`src/rtl/counter_pkg.sv`:
```
// Shared definitions for the mod-2**WIDTH counter family: defaults and mode encoding.
package counter_pkg;

  localparam int unsigned DEF_WIDTH   = 5;
  localparam int unsigned DEF_RST_VAL = 31;

  typedef enum logic [1:0] {
    MODE_WRAP    = 2'b00,
    MODE_RELOAD  = 2'b01,
    MODE_ONESHOT = 2'b10
  } mode_e;

  // The unused encoding 2'b11 behaves as plain wrap.
  function automatic mode_e decode_mode(input logic [1:0] m);
    case (m)
      MODE_RELOAD:  return MODE_RELOAD;
      MODE_ONESHOT: return MODE_ONESHOT;
      default:      return MODE_WRAP;
    endcase
  endfunction

endpackage

```
`src/rtl/down_counter32_tff_ld.sv`:
```
// Single-bit toggle flip-flop with async active-low reset and synchronous load.
module tff_ld #(
  parameter logic RST_BIT = 1'b0
) (
  input  logic clk,
  input  logic rst_n,
  input  logic t,
  input  logic ld,
  input  logic d,
  output logic q
);

  logic q_q;
  logic q_d;

  always_comb begin
    q_d = q_q;
    if (ld) begin
      q_d = d;
    end else if (t) begin
      q_d = ~q_q;
    end
  end

  always_ff @(posedge clk or negedge rst_n) begin
    if (!rst_n) begin
      q_q <= RST_BIT;
    end else begin
      q_q <= q_d;
    end
  end

  assign q = q_q;

endmodule

```
`src/rtl/down_counter32.sv`:
```
// Loadable modulo-2**WIDTH down counter with wrap, auto-reload and one-shot
// underflow handling, built from a chain of loadable toggle flip-flops.
module down_counter32
  import counter_pkg::*;
#(
  parameter int unsigned      WIDTH   = DEF_WIDTH,
  parameter logic [WIDTH-1:0] RST_VAL = WIDTH'(DEF_RST_VAL)
) (
  input  logic             clk,
  input  logic             rst_n,
  input  logic             en,
  input  logic             load,
  input  logic [WIDTH-1:0] din,
  input  logic [1:0]       mode,
  output logic [WIDTH-1:0] out,
  output logic             bt,
  output logic             zero,
  output logic             done
);

  logic [WIDTH-1:0] cnt_q;
  logic [WIDTH-1:0] low_zero;
  logic             cnt_zero;
  logic             cnt_ld;
  logic [WIDTH-1:0] cnt_ld_val;
  logic [WIDTH-1:0] reload_q;
  logic [WIDTH-1:0] reload_d;
  logic             done_q;
  logic             done_d;
  logic             bt_q;
  logic             bt_d;
  mode_e            mode_s;

  assign mode_s   = decode_mode(mode);
  assign cnt_zero = (cnt_q == '0);

  // Bit i of a down counter flips when every lower bit is zero (borrow ripple).
  always_comb begin
    low_zero    = '0;
    low_zero[0] = 1'b1;
    for (int unsigned i = 1; i < WIDTH; i++) begin
      low_zero[i] = low_zero[i-1] & ~cnt_q[i-1];
    end
  end

  for (genvar i = 0; i < WIDTH; i++) begin : g_bit
    tff_ld #(
      .RST_BIT (RST_VAL[i])
    ) u_tff (
      .clk   (clk),
      .rst_n (rst_n),
      .t     (en & low_zero[i]),
      .ld    (cnt_ld),
      .d     (cnt_ld_val[i]),
      .q     (cnt_q[i])
    );
  end

  // Underflow from zero toggles every bit, so wrap needs no load; the other
  // modes override the toggle chain through the load path.
  always_comb begin
    cnt_ld     = 1'b0;
    cnt_ld_val = '0;
    reload_d   = reload_q;
    done_d     = done_q;
    bt_d       = 1'b0;
    if (load) begin
      cnt_ld     = 1'b1;
      cnt_ld_val = din;
      reload_d   = din;
      done_d     = 1'b0;
    end else if (en && cnt_zero) begin
      unique case (mode_s)
        MODE_RELOAD: begin
          cnt_ld     = 1'b1;
          cnt_ld_val = reload_q;
          bt_d       = 1'b1;
        end
        MODE_ONESHOT: begin
          cnt_ld     = 1'b1;
          cnt_ld_val = '0;
          bt_d       = ~done_q;
          done_d     = 1'b1;
        end
        default: begin
          bt_d = 1'b1;
        end
      endcase
    end
  end

  always_ff @(posedge clk or negedge rst_n) begin
    if (!rst_n) begin
      reload_q <= RST_VAL;
      done_q   <= 1'b0;
      bt_q     <= 1'b0;
    end else begin
      reload_q <= reload_d;
      done_q   <= done_d;
      bt_q     <= bt_d;
    end
  end

  assign out  = cnt_q;
  assign bt   = bt_q;
  assign zero = cnt_zero;
  assign done = done_q;

endmodule

```
`config.mk`:
```
export PLATFORM = sky130hd
export DESIGN_NAME = down_counter32
export DESIGN_NICKNAME = d
export VERILOG_FILES = /design/src/rtl/counter_pkg.sv /design/src/rtl/down_counter32_tff_ld.sv /design/src/rtl/down_counter32.sv
export SDC_FILE = /design/constraint.sdc
export NUM_CORES = 1
export LEC_CHECK = 0
export ABC_AREA = 1
export CAP_MARGIN = 15
export CELL_PAD_IN_SITES_DETAIL_PLACEMENT = 2
export CELL_PAD_IN_SITES_GLOBAL_PLACEMENT = 2
export CORE_MARGIN = 3
export CORE_UTILIZATION = 28
export DETAILED_ROUTE_END_ITERATION = 10
export GPL_ROUTABILITY_DRIVEN = 0
export PLACE_DENSITY_LB_ADDON = 0.25
export REMOVE_ABC_BUFFERS = 1
export SYNTH_ARGS = -nofsm -noshare
export SYNTH_HDL_FRONTEND = slang
export SYNTH_SLANG_ARGS = --single-unit
export TNS_END_PERCENT = 5
```
`constraint.sdc`:
```
create_clock -name clk -period 3.1 [get_ports clk]
set_input_delay 0.62 -clock clk [delete_from_list [all_inputs] [get_ports clk]]
set_output_delay 0.62 -clock clk [all_outputs]
set_load 0.05 [all_outputs]
```
==> Word level (Yosys, flattened, before mapping) <==
Index checks and enable logic that the tools add are counted.
{ "totals": {"ff_bits": 12, "input_bits": 11, "out_inout_bits": 8, "wordCells": 59} }
{ "op_classes": {"n_eq_ne": 4, "n_mux": 23, "n_bitwise": 13, "reduce_logical": 11} }
{ "ops": {"columns": ["cell", "n"], "rows": [
  ["$mux W1", 19],
  ["$mux W5", 3],
  ["$reduce_bool A2 Y1", 7],
  ["$and A1 B1 Y1", 7],
  ["$not A1 Y1", 6],
  ["$logic_not A5 Y1", 1],
  ["$eq A2 B1 Y1 const B", 2],
  ["$eq A2 B2 Y1 const B", 2],
  ["$pmux W2 S2", 1],
  ["$reduce_and A2 Y1", 1],
  ["$reduce_or A2 Y1", 1],
  ["$logic_and A1 B1 Y1", 1]
]} }

==> Logic depth before layout (Yosys ltp) <==
{ "logic_depth": {"depth_word": 8, "depth_mapped": 8, "mapped_depth_nobuf": 8} }

==> Hierarchy <==
Synthesis repeated with hierarchy kept, for this count alone.
{ "hier_totals": {"hier_cells": 104, "hier_area_um2": 754.5} }
{ "by_module_without_submodules": {"columns": ["mod", "instances", "cells_per_inst", "area_each_um2", "seq_area_each_um2"], "rows": [
  ["down_counter32", 1, 59, 460.4, 181.4],
  ["tff_ld", 5, 9, 58.8, 26.3]
]} }

==> Least setup slack after synthesis <==
OpenSTA, ideal clock, no wires.
{ "synth_timing": {"path_kind": "register to output", "startpoint": "register g_bit[3].u_tff.q_q", "endpoint": "output port zero", "arrival_time_ns": 2.027, "required_ns": 2.480, "slack_ns": 0.453, "path_stages_with_launch": 4, "n_path_buf": 0, "cell_sequence": "dfstp_2 nor2_2 inv_1 nor4_1"} }
{ "synth_via": {"elab_chain_cells": 1} }
{ "synth_rtl": {"columns": ["item", "line", "rtl"], "rows": [
  ["start, declared", "down_counter32_tff_ld.sv:13", "logic q_q;"],
  ["start signal, assigned", "down_counter32_tff_ld.sv:29", "q_q <= q_d;"],
  ["$logic_not A5 Y1", "down_counter32.sv:35", "assign cnt_zero = (cnt_q == '0);"],
  ["end, declared", "down_counter32.sv:17", "output logic zero,"]
]} }
Every way passes these cells.

==> Worst setup path in the final report <==
Ends and elaborated chain as after synthesis.

==> metrics.txt <==
status=completed; fin worst setup slack=roughly 550 ps; Post-Syn Instances=91; dominant synthesized flop cell=dfstp_2; most common cell in the synthesized netlist=nand2_1; DR vias/cell=4.81; critical path class=reg -> out; CP arrival=between 1500 and 2000 ps; largest buffer count on any clock path=2; R2R Path End=g_bit[4].u_tff.q$_DFFE_PN1P_; reg2reg setup slack=roughly 1900 ps; Syn Area/Cell=7.92 µm²; Fmax=a little under 400 MHz; crit-path max FO=4; Row Count=17; Clk Latency, worst-skew pair=roughly 280 ps; first-pass GRT wire length=3300 µm; cell taking the most area after synthesis=dfstp_2; Tot GR Track Use=0.132; CORE AREA=2320 µm²; pin count of the biggest net entering global routing=14; min-delay worst type=reg -> reg; Seq/Total Area, Yosys=0.434; n_diodes=0; layout cell share with drive strength beyond 1=0.196; HP Start=reload_q[3]$_DFFE_PN1P_; Post-synth top cells=nand2_1, inv_1, dfstp_2, nand3_1, nor2_1; FF-to-FF path depth=7; htree depth=1; final layout net count=between 100 and 150; Post-synth EDFFs=0; postcts setup bufs=0; r2r startpoint=g_bit[3].u_tff.q$_DFFE_PN1P_; aggregate negative setup slack=0 ps; routed len/inst=around 13 µm; YS warnings=0; max-cap violations=0; Final Hold Violating Endpoints=0; register area=between 300 and 400 µm²; Worst VDD drop=roughly 0.00026 V; Mapped Area=around 720 µm²; leakage=0.435 nW; dpl hpwl=about 1400 µm; Remaining DRCs=0; RSZ-0062 raised after global routing=false; # setup viols final=0; area share of the largest cell type after synthesis=0.365; Post-Route WL=around 1800 µm; startpoint types=flip-flop; CP endpoint kind=primary output; Slew Limit Fails=0; Buffers on Ports=18; hold_ws=487 ps; worst rel slew slack=0.611; Endpoint, Worst Hold=reload_q[3]$_DFFE_PN1P_; Area growth syn-to-layout=28.1%; Tmin final=around 2600 ps; IO Count=19; DRT iter0 DRCs=1; DP Worst Slack=roughly 830 ps; antenna violations before repair=0; Num CTS Buffers=3; Hold Crit Depth=2; Post-DRT Antenna Nets=0; die width=approximately 57 µm; die footprint=between 3000 and 4000 µm²; Hold Buf Count CTS=0; Least-Margin Pin Slew=approximately 580 ps; drt first pass iters=2; Initial Utilization=0.311; period utilization=0.824; chip height=56.7 µm; Post-CTS Resized=0; CTS Sinks=12; FFs w/ async S/R, synth=1.00; Multi-input gate area=303 µm²; Critical Path RT=~2500 ps; #FFs+latches synth=12; TritonCTS clock tree=built; Yosys cell types=21; Congestion Overflow GR=0; via count=between 600 and 700; pwr/cell area=about 500 nW/µm²; largest cells by area after synthesis=dfstp_2, nand2_1, inv_1; vias in the first global route=between 700 and 800; Clock Skew=2.65 ps; Clock Pin Slew Worst Setup and Hold Paths=80 ps; clock root cell=clkbuf_4; FILL cells=about 270
[how the worst max path moves through the flow]
stage | start | depth (start not counted) | slack [ps] | to
global route | g_bit[3].u_tff.q$_DFFE_PN1P_ | 4 | 430 | zero
CTS | g_bit[3].u_tff.q$_DFFE_PN1P_ | 4 | 500 | zero
floorplan | g_bit[3].u_tff.q$_DFFE_PN1P_ | 3 | 330 | zero
global placement | g_bit[3].u_tff.q$_DFFE_PN1P_ | 4 | 900 | zero
finish | g_bit[3].u_tff.q$_DFFE_PN1P_ | 4 | 550 | zero
detailed placement | g_bit[3].u_tff.q$_DFFE_PN1P_ | 4 | 830 | zero
[cell families (layout without fill, tap and decap cells)]
| logic type | after synthesis | in the layout | synth area share |
|---|---|---|---|
| adder cells (fa/ha/maj) | 2 | 2 | 0.0347 |
| AND/OR/NAND/NOR | 47 | 47 | 0.311 |
| AO/OA/AOI/OAI | 8 | 8 | 0.0625 |
| flip-flops | 12 | 12 | 0.434 |
| XOR/XNOR | 1 | 1 | 0.0122 |
| buffers and inverters | 21 | 37 | 0.146 |
[where the power goes]
| group | internal, mW | switching, mW | total, mW |
|---|---|---|---|
| clock network | 0.0715 | 0.0585 | 0.130 |
| logic | 0.0477 | 0.0848 | 0.133 |
| registers | 0.182 | 0.0141 | 0.196 |
[per-layer routing]
metal  global-route usage  wire length (µm)  vias to the layer above
met1                0.152               802                      313
met3               0.0483                87                        2
met5                    0                 0                        -
met2                0.231               914                       17
met4               0.0298                13                        0
li1                     -                 -                      317
[metrics by stage]
stage	utilization	power, mW	cells	instance area (µm²)
final	0.398	0.459	135	923
after floorplan	-	0.279	85	672
after detailed placement	0.383	0.333	131	887
after global routing	0.398	0.488	135	923
after CTS	0.398	0.468	135	923
after global placement	0.383	0.328	131	887
[area by class of cell]
cell class | instances | share of cell area
Clock buffer | 4 | 0.0393
Inverter | 15 | 0.0610
Multi-Input combinational cell | 58 | 0.328
Sequential cell | 12 | 0.339
Tap cell | 28 | 0.0379
Timing Repair Buffer | 18 | 0.195
[flip-flops by register name, summed over array words and instances (netlist names)]
register,flops
bt,1
done,1
g_bit.u_tff.q,5
reload_q,5
[placed cells by master (no fill, tap or decap), types with 2 or more instances in the layout]
master,count
dfrtp_1,2
ha_1,2
o21ai_0,4
nor2_1,6
dfstp_2,10
a21oi_1,2
nor3_1,2
clkbuf_4,3
nand3_1,10
nor2_2,3
inv_1,14
clkdlybuf4s50_1,18
nand2_1,22
[critical path: stages, from the launching register on]
cell and delay (ps):
dfstp_2 400, nor2_2 190, inv_1 60, nor4_1 160, clkdlybuf4s50_1 850
No activity file was read; power rests on OpenSTA's default activity.
